### config.mk
export PLATFORM = sky130hd
export DESIGN_NAME = ram_arbiter
export DESIGN_NICKNAME = d
export VERILOG_FILES = /design/src/rtl/ram_ctrl_pkg.sv /design/src/rtl/rr_arb2.sv /design/src/rtl/ram_arbiter.sv
export SDC_FILE = /design/constraint.sdc
export NUM_CORES = 1
export LEC_CHECK = 0
export BUFFER_PORTS_ARGS = -buffer_cell sky130_fd_sc_hd__buf_2
export CORE_ASPECT_RATIO = 0.9
export CORE_UTILIZATION = 32
export CTS_CLUSTER_SIZE = 16
export DETAILED_ROUTE_END_ITERATION = 8
export PLACE_DENSITY = 0.54
export RECOVER_POWER = 25
export SLEW_MARGIN = 20
export SYNTH_ARGS = -nofsm -noshare
export SYNTH_HDL_FRONTEND = slang
export SYNTH_SLANG_ARGS = --single-unit
export TNS_END_PERCENT = 1
### constraint.sdc
create_clock -name clk -period 2.8 [get_ports clk]
set_input_delay 0.56 -clock clk [delete_from_list [all_inputs] [get_ports clk]]
set_output_delay 0.56 -clock clk [all_outputs]
set_load 0.03 [all_outputs]
### src/rtl/ram_ctrl_pkg.sv
// Shared types and constants for the byte-RAM word controller.
// Holds the FSM state encoding and the derivation of the word-index width.
package ram_ctrl_pkg;

  localparam int BYTES_PER_WORD = 4;
  localparam int DEPTH_DEFAULT  = 32;

  function automatic int widx_w_of(input int depth);
    return $clog2(depth / BYTES_PER_WORD);
  endfunction

  typedef enum logic [2:0] {
    ST_CLEAR,
    ST_IDLE,
    ST_XFER,
    ST_FLUSH,
    ST_ACK
  } state_e;

endpackage

### src/rtl/rr_arb2.sv
// Two-requester round-robin arbiter with a registered last-grant pointer.
// Port 0 wins the first tie after reset because the pointer resets to 1.
module rr_arb2 (
  input  logic       clk,
  input  logic       rst_n,
  input  logic [1:0] req,
  input  logic       grant_en,
  output logic [1:0] grant
);

  logic last_q;
  logic last_d;

  always_comb begin
    grant  = 2'b00;
    last_d = last_q;
    if (grant_en) begin
      if (req == 2'b11) begin
        grant = last_q ? 2'b01 : 2'b10;
      end else begin
        grant = req;
      end
      if (|req) begin
        last_d = grant[1];
      end
    end
  end

  always_ff @(posedge clk or negedge rst_n) begin
    if (!rst_n) begin
      last_q <= 1'b1;
    end else begin
      last_q <= last_d;
    end
  end

endmodule

### src/rtl/ram_arbiter.sv
// Shares one byte-wide RAM between fetch (port 0) and load/store (port 1),
// moving each 32-bit word as four little-endian byte accesses.
module ram_arbiter
  import ram_ctrl_pkg::*;
#(
  parameter int DEPTH  = DEPTH_DEFAULT,
  parameter int WIDX_W = widx_w_of(DEPTH)
) (
  input  logic              clk,
  input  logic              rst_n,
  input  logic              req0,
  input  logic              req1,
  input  logic              we0,
  input  logic              we1,
  input  logic [WIDX_W-1:0] widx0,
  input  logic [WIDX_W-1:0] widx1,
  input  logic [31:0]       wdata0,
  input  logic [31:0]       wdata1,
  output logic              ack0,
  output logic              ack1,
  output logic [31:0]       rdata,
  output logic              busy,
  output logic              mem_rst,
  output logic              mem_rd,
  output logic              mem_wr,
  output logic [31:0]       mem_addr,
  output logic [7:0]        mem_wdata,
  input  logic [7:0]        mem_rdata
);

  state_e              state_q, state_d;
  logic [1:0]          byte_cnt_q, byte_cnt_d;
  logic                port_q, port_d;
  logic                we_q, we_d;
  logic [WIDX_W-1:0]   widx_q, widx_d;
  logic [31:0]         wdata_q, wdata_d;
  logic [23:0]         asm_q, asm_d;
  logic [31:0]         rdata_q, rdata_d;
  logic                ack0_q, ack0_d;
  logic                ack1_q, ack1_d;
  logic                busy_q, busy_d;
  logic                mem_rst_q, mem_rst_d;
  logic                mem_rd_q, mem_rd_d;
  logic                mem_wr_q, mem_wr_d;
  logic [WIDX_W+1:0]   mem_addr_q, mem_addr_d;
  logic [7:0]          mem_wdata_q, mem_wdata_d;

  logic [1:0]          grant;
  logic                grant_en;
  logic                sel_we;
  logic [WIDX_W-1:0]   sel_widx;
  logic [31:0]         sel_wdata;

  rr_arb2 u_arb (
    .clk      (clk),
    .rst_n    (rst_n),
    .req      ({req1, req0}),
    .grant_en (grant_en),
    .grant    (grant)
  );

  assign sel_we    = grant[1] ? we1    : we0;
  assign sel_widx  = grant[1] ? widx1  : widx0;
  assign sel_wdata = grant[1] ? wdata1 : wdata0;

  always_comb begin
    state_d     = state_q;
    byte_cnt_d  = byte_cnt_q;
    port_d      = port_q;
    we_d        = we_q;
    widx_d      = widx_q;
    wdata_d     = wdata_q;
    asm_d       = asm_q;
    rdata_d     = rdata_q;
    ack0_d      = 1'b0;
    ack1_d      = 1'b0;
    mem_rst_d   = 1'b0;
    mem_rd_d    = 1'b0;
    mem_wr_d    = 1'b0;
    mem_addr_d  = mem_addr_q;
    mem_wdata_d = mem_wdata_q;
    grant_en    = 1'b0;

    case (state_q)
      ST_CLEAR: state_d = ST_IDLE;
      ST_IDLE: begin
        grant_en = 1'b1;
        if (|grant) begin
          port_d      = grant[1];
          we_d        = sel_we;
          widx_d      = sel_widx;
          wdata_d     = sel_wdata;
          byte_cnt_d  = 2'd0;
          state_d     = ST_XFER;
          mem_addr_d  = {sel_widx, 2'd0};
          mem_wr_d    = sel_we;
          mem_rd_d    = !sel_we;
          mem_wdata_d = sel_wdata[7:0];
        end
      end
      ST_XFER: begin
        // RAM read data lags its address by one cycle, so byte n-1 lands now.
        if (!we_q) begin
          case (byte_cnt_q)
            2'd1:    asm_d[7:0]   = mem_rdata;
            2'd2:    asm_d[15:8]  = mem_rdata;
            2'd3:    asm_d[23:16] = mem_rdata;
            default: asm_d        = asm_q;
          endcase
        end
        if (byte_cnt_q == 2'd3) begin
          state_d = ST_FLUSH;
        end else begin
          byte_cnt_d  = byte_cnt_q + 2'd1;
          mem_addr_d  = {widx_q, byte_cnt_d};
          mem_wr_d    = we_q;
          mem_rd_d    = !we_q;
          mem_wdata_d = wdata_q[{byte_cnt_d, 3'b000} +: 8];
        end
      end
      ST_FLUSH: begin
        state_d = ST_ACK;
        ack0_d  = !port_q;
        ack1_d  = port_q;
        if (!we_q) begin
          rdata_d = {mem_rdata, asm_q};
        end
      end
      ST_ACK:  state_d = ST_IDLE;
      default: state_d = ST_CLEAR;
    endcase

    busy_d = (state_d != ST_IDLE);
  end

  always_ff @(posedge clk or negedge rst_n) begin
    if (!rst_n) begin
      state_q     <= ST_CLEAR;
      byte_cnt_q  <= 2'd0;
      port_q      <= 1'b0;
      we_q        <= 1'b0;
      widx_q      <= '0;
      wdata_q     <= '0;
      asm_q       <= '0;
      rdata_q     <= '0;
      ack0_q      <= 1'b0;
      ack1_q      <= 1'b0;
      busy_q      <= 1'b1;
      mem_rst_q   <= 1'b1;
      mem_rd_q    <= 1'b0;
      mem_wr_q    <= 1'b0;
      mem_addr_q  <= '0;
      mem_wdata_q <= '0;
    end else begin
      state_q     <= state_d;
      byte_cnt_q  <= byte_cnt_d;
      port_q      <= port_d;
      we_q        <= we_d;
      widx_q      <= widx_d;
      wdata_q     <= wdata_d;
      asm_q       <= asm_d;
      rdata_q     <= rdata_d;
      ack0_q      <= ack0_d;
      ack1_q      <= ack1_d;
      busy_q      <= busy_d;
      mem_rst_q   <= mem_rst_d;
      mem_rd_q    <= mem_rd_d;
      mem_wr_q    <= mem_wr_d;
      mem_addr_q  <= mem_addr_d;
      mem_wdata_q <= mem_wdata_d;
    end
  end

  assign ack0      = ack0_q;
  assign ack1      = ack1_q;
  assign rdata     = rdata_q;
  assign busy      = busy_q;
  assign mem_rst   = mem_rst_q;
  assign mem_rd    = mem_rd_q;
  assign mem_wr    = mem_wr_q;
  assign mem_addr  = 32'(mem_addr_q);
  assign mem_wdata = mem_wdata_q;

endmodule

# Word-level counts from Yosys, hierarchy flattened
# Cells that the tools add are included.
# classes
addsub	1
multipliers	0
n_div	0
magnitude_cmp	0
eq_ne	11
n_shift	1
n_mux	27
n_bitwise	1
n_reduce_logical	15
# op_table
op	count
$mux W32	1
$shiftx A32 B6 Y8	1
$mux W8	2
$pmux W8 S2	1
$pmux W3 S4	1
$reduce_and A3 Y1	4
$mux W2	5
$mux W5	2
$pmux W5 S2	1
$mux W3	3
$mux W1	8
$eq A2 B2 Y1 const B	3
$eq A3 B2 Y1 const B	2
$reduce_and A2 Y1	3
$reduce_or A2 Y1	3
$ne A2 B2 Y1 const B	2
$pmux W1 S2	2
$pmux W2 S2	1
$eq A3 B1 Y1 const B	1
$eq A3 B3 Y1 const B	1
$logic_not A1 Y1	3
$logic_not A3 Y1	1
$ne A3 B1 Y1 const B	1
$add A2 B1 Y2 const B	1
other kinds (3)	3
# word_totals
reg_bits	118
latchBits	0
ramBits	0
rom_bits	0
input_bits	84
out_inout_bits	78
elab_cells	75
mem_count	0

# Longest topological paths before layout
# Gate-level depths: netlist (run 1).
# logic_depth
ltp_word	7
ltp_mapped	7
depth_no_buf	5

# Modules after synthesis
# Synthesis (run 1) repeated with hierarchy kept, for this count alone.
# unflattened
hier_cells	391
hier_area_um2	5361.4
# modules_own_cells
module	n_inst	cells_each	area_per_inst_um2	seq_area_each_um2
ram_arbiter	1	383	5298.8	2880.3
rr_arb2	1	8	62.6	26.3

# Least setup slack after synthesis (run 1)
# No wires, ideal clock.
# synth_timing
path_type	reg2reg
startpoint	reg byte_cnt_q[0]
endpoint	reg mem_wdata_q[0] (netlist: mem_wdata[0])
setup_ns	0.142
t_arrival_ns	2.084
required_ns	2.658
setup_slack_ns	0.574
path_stages_with_launch	8
n_path_buf	2
synth_period_minus_slack_ns	2.226
path_cell_list	dfrtp_1 -> buf_2 -> inv_1 -> ha_1 -> clkbuf_1 -> mux4_2 -> a21oi_1 -> a32oi_1
# synth_via
elab_chain_len	4
word_cells_on_any_way	7
cone_classes	add/sub: 1; eq/ne: 2; shift: 1; mux: 2; reduce/logical: 1
# synth_lines
element	line_no	source
from (decl)	ram_arbiter.sv:32	logic [1:0] byte_cnt_q, byte_cnt_d;
from (signal assigned)	ram_arbiter.sv:156	byte_cnt_q <= byte_cnt_d;
$add A2 B1 Y2	ram_arbiter.sv:114	byte_cnt_d = byte_cnt_q + 2'd1;
$shiftx A32 B6 Y8	ram_arbiter.sv:118	mem_wdata_d = wdata_q[{byte_cnt_d, 3'b000} +: 8];
$mux W8	ram_arbiter.sv:111	if (byte_cnt_q == 2'd3) begin
$pmux W8 S2	ram_arbiter.sv:84	case (state_q)
to (signal assigned)	ram_arbiter.sv:170	mem_wdata_q <= mem_wdata_d;
to (decl)	ram_arbiter.sv:46	logic [7:0] mem_wdata_q, mem_wdata_d;
# Several ways; a longest one is shown, not always the timed one. The select of a mux whose other input is x is not followed.
# A chain may end at the register's enable or synchronous reset.

# Worst setup path in the final report (run 1)
# layout_timing
startpoint	reg state_q[0]
endpoint	reg mem_wdata_q[0] (netlist: mem_wdata[0])
# layout_via
elab_chain_len	6
word_cells_on_any_way	12
cone_classes	eq/ne: 4; mux: 5; reduce/logical: 3
# layout_lines
element	line_no	source
from (decl)	ram_arbiter.sv:31	state_e state_q, state_d;
from (signal assigned)	ram_arbiter.sv:155	state_q <= state_d;
$eq A3 B1 Y1	ram_arbiter.sv:84	
$mux W1	ram_arbiter.sv:84	
$mux W2	rr_arb2.sv:17	if (grant_en) begin
$mux W32 or $reduce_or A2 Y1 (tied branches)	ram_arbiter.sv:64, ram_arbiter.sv:88	
$mux W8 or $ne A2 B2 Y1 (tied branches)	--	
$pmux W8 S2 or $reduce_and A3 Y1 (tied branches)	--	
# Several ways; a longest one is shown, not always the timed one. The select of a mux whose other input is x is not followed.

==> results.cfg, run 1 <==
[global_route]
antenna_found_initial = 0
grt_pass1_wl_um = 19700
grt_pass1_vias = 3755
grt_overflow = 0
gr-usage-all-layers = 0.159
grt_max_degree = 52

[finish]
multi_input_area_mm2 = 0.00196
num_antenna_cells = 0
final_util = 0.416
n_fill_cell = 1519
layout-drive-gt1-share = 0.429
seq_area_mm2 = 0.00291
syn2layout_area_growth_pct = 25.6
mostFrequentLayoutCell = buf_2
layout_common_cells = 133 x buf_2, 113 x dfrtp_1, 56 x mux2_2, 53 x nand2_1
nets = 660

[logic_synthesis]
yosys.area_share.adder = 0.00729
ys_ff_latch = 116
syn_avg_cell_area_um2 = 11.8
synth_xor_area_frac = 0
yosys_warnings = 0
synth_edf_count = 0
synth_top_family_by_area = multiplexers
synth_area_leaders = dfrtp_1 55%, mux2_2 12%, buf_4 3.9%
yosysTopAreaCell = dfrtp_1
synthMuxAreaShare = 0.163
synthArstFlopShare = 1.00
synth-seq-area-share = 0.564
synth_top_cell_area_share = 0.549
synthSimpleGateAreaFrac = 0.0828
ys_types = 40
syn_area_mm2 = 0.00515
synth_ff_type = dfrtp_1
synth-compound-area-share = 0.106
synthCells = 437

[floorplanning]
ioPinCount = 162
coreArea_mm2 = 0.0155
dieWidth_um = 136
fp-row-count = 43
start_util = 0.331
die_y_um = 122
dieArea_mm2 = 0.0166

[timing]
worst_slew_pin_slew_ns = 1.27
finClkSkew_ns = 0.00883
max_freq_mhz = 463
min_period_over_period = 0.771
setup_violations = 0
finalMaxSlewViolations = 0
min_period_ns = 2.16
hold_slack_ns = 0.419
setup_tns_ns = 0
hold_viol_final = 0
rsz0062_at_grt = no
slew_headroom = 0.152

[routing]
drtAntennaViolNets = 0
wirelength_um = 12200
drt_pass1_iterations = 4
vias = 3681
drt_iter0_drc = 188
via_per_inst = 4.68
drc = 0
post_drt_wl_per_cell_um = 15.5

[status]
status = finished clean

[clock_network]
postCtsSetupBuffers = 0
cts_buffers = 17
clkLatencyLatePin_ns = 0.41
cts-root-buf = clkbuf_16
path_clk_slew_ns = 0.05
h-tree-depth = 4
post_cts_resized = 0
cts_tree = yes
clockBufferDepth = 2
cts.sink_count = 116
hold_buffers = 0

[place]
io_buffers = 134
dp_hpwl_um = 8640
place_congestion = 0.822

[setup_path]
start_kind = flip-flop
required_ns = 3.05
crit_type = flip-flop to flip-flop
cp_max_fo = 20
crit_arrival_ns = 2.41
end_kind = flip-flop
rr_worst_depth = 4

[job]
maxCapViolCount = 0

[power_and_ir_drop]
p_per_area_mw_per_mm2 = 1280
peakVddDrop_uv = 476
p_leak_nw = 3.10

[min_path]
hold_class = primary input to async pin
==> sequential cells by signal (all words and copies together) (netlist names), 3 cells and up <==
signal	flops
rdata	32
wdata_q	32
asm_q	24
mem_wdata	8
mem_addr_q	4
state_q	3
widx_q	3
==> critical path, cell delays in order, from the launching register on <==
cell	delay, ns
dfrtp_1	0.41
or3b_2	0.67
o22a_1	0.53
a21oi_1	0.25
a32oi_1	0.13
==> layer usage <==
layer  global-route usage  vias to the layer above  share of wire
met5                    0                        -              0
met2                0.246                       86           0.49
met1                0.208                     1822           0.45
met4               0.0639                        0          0.012
met3               0.0479                       15          0.043
li1                     -                     1758              -
==> stage by stage <==
stage          area (µm²)  setup WS [ns]  std cells  power (mW)
5_1_grt              6470          0.517        787        8.82
2_1_floorplan        5250          0.574        464        5.39
6_report             6470          0.641        787        8.27
4_1_cts              6470          0.650        787        8.37
3_5_place_dp         5920          0.655        756        6.32
3_3_place_gp         5920          0.728        756        6.22
==> synth_stat cells, types with 2 or more instances <==
cell type and number:
nand2b_1 2, nand2_1 53, nor2_2 2, dfrtp_1 113
nor2_1 16, dfstp_2 3, o21ai_0 28, inv_1 11
mux2i_1 3, a22oi_1 2, buf_6 4, or2_1 2
buf_4 27, clkbuf_1 11, o22ai_1 24, buf_2 12
a32oi_1 8, mux4_2 8, a21oi_1 11, a31oi_1 9
nand3_1 9, ha_1 3, o21ai_1 2, nand2_2 3
mux2_2 56
==> power by group <==
group / switching (mW) / total (mW) / internal [mW] / leakage [nW]
clock: 0.738 / 2.01 / 1.28 / 0.275
sequential: 0.447 / 2.97 / 2.52 / 1.39
combinational: 2.00 / 3.29 / 1.28 / 1.44
==> cell families after synthesis <==
group / count (synthesis)
other cells: 1
flops: 116
buf+inv: 65
fa+ha+maj: 3
simple gates: 95
mux: 67
compound gates: 90
==> area by class of cell <==
class                   count  area share
well taps                 202      0.0390
multi-input cells         283       0.303
clock inverters             9      0.0124
flip-flops and latches    116       0.449
inverters                  11     0.00638
repair buffers            144       0.117
clock buffers              22      0.0733
==> path summary, 6_finish.rpt <==
check / from / end / slack, ns
setup reg to reg: state_q[0] / mem_wdata[0] / 0.64
min in group clk: wdata0[30] / wdata_q[30] / 0.42
hold / removal: rst_n / rdata[26] / 0.42
setup / recovery: state_q[0] / mem_wdata[0] / 0.64
hold reg to reg: u_arb.last_q / u_arb.last_q / 0.46
max in group asynchronous: rst_n / mem_rst / 1.37
(Power assumes the default switching activity.)
==> inputs of run 2 (changes only) <==
- clock period: 2.8 -> 2.3 ns (I/O delays scaled with it)
==> run 2 against run 1 <==
Effect of this change:
- the run now ends with capacitance limit, slew limit left
- clock power is 28% higher
- die area stayed put
- first-iteration DRC count is 21% lower
- total power is 23% higher
- register-to-register slack worse by 0.41 ns
- clock-buffer cell count is 6 higher
- clock skew is 0.0023 ns lower
- final cell count stayed put
- global-route usage is 0.19 points lower
- sequential share of layout area is 0.26 points lower
- critical path depth is 1 higher
- highest routed layer unchanged
==> results.cfg, run 2 (synthesized netlist as in run 1, its figures left out) <==
[status]
status = complete, but fails checks
violations = capacitance limit, slew limit

[setup_path]
start_kind = flip-flop
r2r-start = u_arb.last_q
reg2reg_slack_ns = 0.23
crit_arrival_ns = 2.33
required_ns = 2.56
crit_type = flip-flop to flip-flop
cp_max_fo = 26
timing.rr.end = widx_q[1]
end_kind = flip-flop
rr_worst_depth = 5

[power_and_ir_drop]
p_per_area_mw_per_mm2 = 1560
peakVddDrop_uv = 676
p_leak_nw = 3.11

[routing]
post_drt_wl_per_cell_um = 15.3
drt_pass1_iterations = 5
vias = 3652
via_per_inst = 4.64
wirelength_um = 12100
drtAntennaViolNets = 0
drc = 0
drt_iter0_drc = 149

[floorplanning]
fp-row-count = 43
ioPinCount = 162
start_util = 0.331
die_y_um = 122
dieArea_mm2 = 0.0166
dieWidth_um = 136
coreArea_mm2 = 0.0155

[finish]
mostFrequentLayoutCell = buf_2
syn2layout_area_growth_pct = 26.3
layout.cells.non_filler = 787
n_fill_cell = 1474
nets = 659
num_antenna_cells = 0
layout-drive-gt1-share = 0.422
layout_common_cells = 133 x buf_2, 113 x dfrtp_1, 56 x mux2_2, 53 x nand2_1

[clock_network]
cts-root-buf = clkbuf_16
cts.sink_count = 116
cts_buffers = 17
postCtsSetupBuffers = 0
clkLatencyLatePin_ns = 0.41
path_clk_slew_ns = 0.05
cts_tree = yes
clockBufferDepth = 2
h-tree-depth = 4

[timing]
slew_headroom = -0.325
min_period_ns = 2.07
finalMaxSlewViolations = 33
finClkSkew_ns = 0.00652
hold_viol_final = 0
hold_slack_ns = 0.325
setup_tns_ns = 0
worst_slew_pin_slew_ns = 1.99
max_freq_mhz = 483
min_period_over_period = 0.900
rsz0062_at_grt = no
setup_violations = 0

[global_route]
antenna_found_initial = 0
grt_max_degree = 58
gr-usage-all-layers = 0.157
grt_pass1_wl_um = 19500
grt_pass1_vias = 3695
grt_overflow = 0

[place]
dp_hpwl_um = 8720
place_congestion = 0.763
io_buffers = 134
dpl.cell_count = 755

[min_path]
hold_end = wdata_q[6]
hold_class = primary input to flip-flop
min-delay-start = wdata0[6]
hold_depth = 3

[job]
maxCapViolCount = 1
run 2: cell types whose count changed in the layout (fill, tap and decap cells not counted), sizes merged:
cell,delta
clkinv,-5
bufinv,+1
clkinvlp,-1
clkbuf,+6
buf,-1
run 2: routing by layer:
metal	routed length, µm	up-vias	global-route usage
li1	-	1764	-
met1	5500	1786	0.201
met2	5860	90	0.251
met3	548	12	0.0454
met4	158	0	0.0597
met5	0	-	0
run 2: worst max-delay path, stage by stage, from the launching register on:
cell     delay, ns
dfstp_2       0.53
a21bo_2       0.46
or2_1         0.25
buf_4         0.29
mux2i_1       0.25
o21ai_0       0.13
run 2: how the worst max path moves through the flow:
stage             startpoint       endpoint  slack (ns)  depth (start not counted)
2_1_floorplan  byte_cnt_q[0]   mem_wdata[0]        0.07                          7
3_3_place_gp            req1  mem_addr_q[4]        0.24                          6
3_5_place_dp            req1      widx_q[1]        0.14                          6
4_1_cts           state_q[0]   mem_wdata[3]        0.11                          4
5_1_grt         u_arb.last_q      widx_q[1]        0.08                          5
6_report        u_arb.last_q      widx_q[1]        0.23                          5
run 2: stage by stage:
stage	util	cell area (µm²)	worst slack (ns)	power (mW)
3_5_place_dp	0.381	5930	0.136	7.67
6_report	0.419	6510	0.231	10.2
4_1_cts	0.419	6510	0.113	10.3
2_1_floorplan	-	5250	0.0745	6.56
5_1_grt	0.419	6510	0.0805	10.9
3_3_place_gp	0.381	5930	0.243	7.56
run 2: report_power, final:
group          switching, mW  total [mW]  internal (mW)
registers              0.546        3.61           3.07
logic                   2.43        3.99           1.56
clock network          0.850        2.58           1.73
total                   3.82        10.2           6.36
run 2: final cells by class:
| cell class | count | area, µm² | share of cell area |
|---|---|---|---|
| well taps | 202 | 253 | 0.0388 |
| inverters | 11 | 41.3 | 0.00634 |
| repair buffers | 143 | 762 | 0.117 |
| clock inverters | 4 | 70.1 | 0.0108 |
| multi-input cells | 283 | 1960 | 0.301 |
| clock buffers | 28 | 517 | 0.0794 |
| flip-flops and latches | 116 | 2910 | 0.446 |
run 2: timing repair:
action                     4_1_cts  5_1_grt
hold buffers                     0        0
setup endpoints to repair        0        2
gates resized for setup          0        1
==> inputs of run 3 (changes only) <==
- CTS_BUF_LIST: not set -> sky130_fd_sc_hd__clkbuf_8 sky130_fd_sc_hd__clkbuf_16
==> run 3 against run 2 <==
Effect of this change:
- the flow still finishes with violations (capacitance limit, slew limit)
- combinational power barely moved
- die area did not move
- utilization did not move
- setup slack got worse by 0.0028 ns
- via count rose by 0.22%
- largest power group unchanged
==> results.cfg, run 3 (synthesized netlist as in run 1, its figures left out) <==
[setup_path]
crit_arrival_ns = 2.33
critPathSlowestCell = dfstp_2
start_kind = flip-flop
cp_max_fo = 26
end_kind = flip-flop
crit_type = flip-flop to flip-flop
required_ns = 2.55
cpPeakStageDelay_ns = 0.53
worstPathCellList = a21bo_2, or2_1, buf_4, mux2i_1, o21ai_0
crit_family = compound AO/OA/AOI/OAI gates
path_buf_inv = 1

[place]
place_ws_ns = 0.136
place_area_mm2 = 0.00593
place_congestion = 0.763
dp_hpwl_um = 8720
io_buffers = 134

[global_route]
grt_pass1_wl_um = 19500
antenna_found_initial = 0
grt_overflow = 0
grt_max_degree = 58
grt_pass1_vias = 3696
gr-usage-all-layers = 0.157

[timing]
max_freq_mhz = 483
slew_headroom = -0.328
worst_slew_pin_slew_ns = 1.99
min_period_over_period = 0.901
finalMaxSlewViolations = 33
setup_violations = 0
setup_tns_ns = 0
setup_ws_ns = 0.228
min_period_ns = 2.07
hold_viol_final = 0
hold_slack_ns = 0.326
finClkSkew_ns = 0.00656
rsz0062_at_grt = no

[finish]
final_area_mm2 = 0.00651
nets = 659
num_antenna_cells = 0
layout-drive-gt1-share = 0.422
layout_common_cells = 133 x buf_2, 113 x dfrtp_1, 56 x mux2_2, 53 x nand2_1
syn2layout_area_growth_pct = 26.3
mostFrequentLayoutCell = buf_2

[floorplanning]
dieArea_mm2 = 0.0166
die_y_um = 122
fp-row-count = 43
dieWidth_um = 136
coreArea_mm2 = 0.0155
ioPinCount = 162
start_util = 0.331

[clock_network]
clockBufferDepth = 2
path_clk_slew_ns = 0.05
post_cts_resized = 0
hold_buffers = 0
cts.sink_count = 116
cts_tree = yes
postCtsSetupBuffers = 0
cts-root-buf = clkbuf_16
cts_buffers = 17
clkLatencyLatePin_ns = 0.41
h-tree-depth = 4

[min_path]
hold_class = primary input to flip-flop

[routing]
drt_pass1_iterations = 4
drc = 0
drt_iter0_drc = 162
via_per_inst = 4.65
drtAntennaViolNets = 0
wirelength_um = 12100
vias = 3660
post_drt_wl_per_cell_um = 15.4

[power_and_ir_drop]
p_total_mw = 10.2
p_per_area_mw_per_mm2 = 1560
p_leak_nw = 3.14
peakVddDrop_uv = 677

[status]
status = complete, but fails checks
violations = capacitance limit, slew limit

[job]
maxCapViolCount = 1
[run 3: final timing paths]
check	from	endpoint	slack, ns	cells past startpoint
setup / recovery	u_arb.last_q	widx_q[1]	0.23	5
hold / removal	wdata0[6]	wdata_q[6]	0.33	3
setup reg to reg	u_arb.last_q	widx_q[1]	0.23	5
hold reg to reg	u_arb.last_q	u_arb.last_q	0.46	2
max in group asynchronous	rst_n	mem_wdata[6]	0.53	1
min in group asynchronous	rst_n	rdata[3]	0.61	1
[run 3: power breakdown]
group          total (mW)  internal (mW)  switching (mW)
clock network        2.56           1.71           0.850
logic                3.99           1.56            2.43
registers            3.62           3.07           0.548
total                10.2           6.34            3.83
[run 3: cell type report]
class                           instances  area [µm²]
Timing Repair Buffer                  143         762
Tap cell                              202         253
Inverter                               11        41.3
Clock inverter                         10        92.6
Sequential cell                       116        2910
Multi-Input combinational cell        283        1960
Fill cell                            1474        9040
Clock buffer                           22         494
[run 3: worst reg2reg max path, cell delays in order (launching register included)]
cell and delay (ns):
dfstp_2 0.53, a21bo_2 0.46, or2_1 0.26, buf_4 0.29, mux2i_1 0.25, o21ai_0 0.13
[run 3: per-stage QoR]
stage / instances / util
6_report: 787 / 0.419
5_1_grt: 787 / 0.419
4_1_cts: 787 / 0.419
3_5_place_dp: 755 / 0.381
3_3_place_gp: 755 / 0.381
2_1_floorplan: 464 / -
[run 3: routing by layer]
layer | global-route usage | routed length, µm | vias up
met5 | 0 | 0 | -
met4 | 0.0597 | 159 | 0
met3 | 0.0454 | 556 | 12
met2 | 0.251 | 5870 | 92
met1 | 0.201 | 5500 | 1791
li1 | - | - | 1765
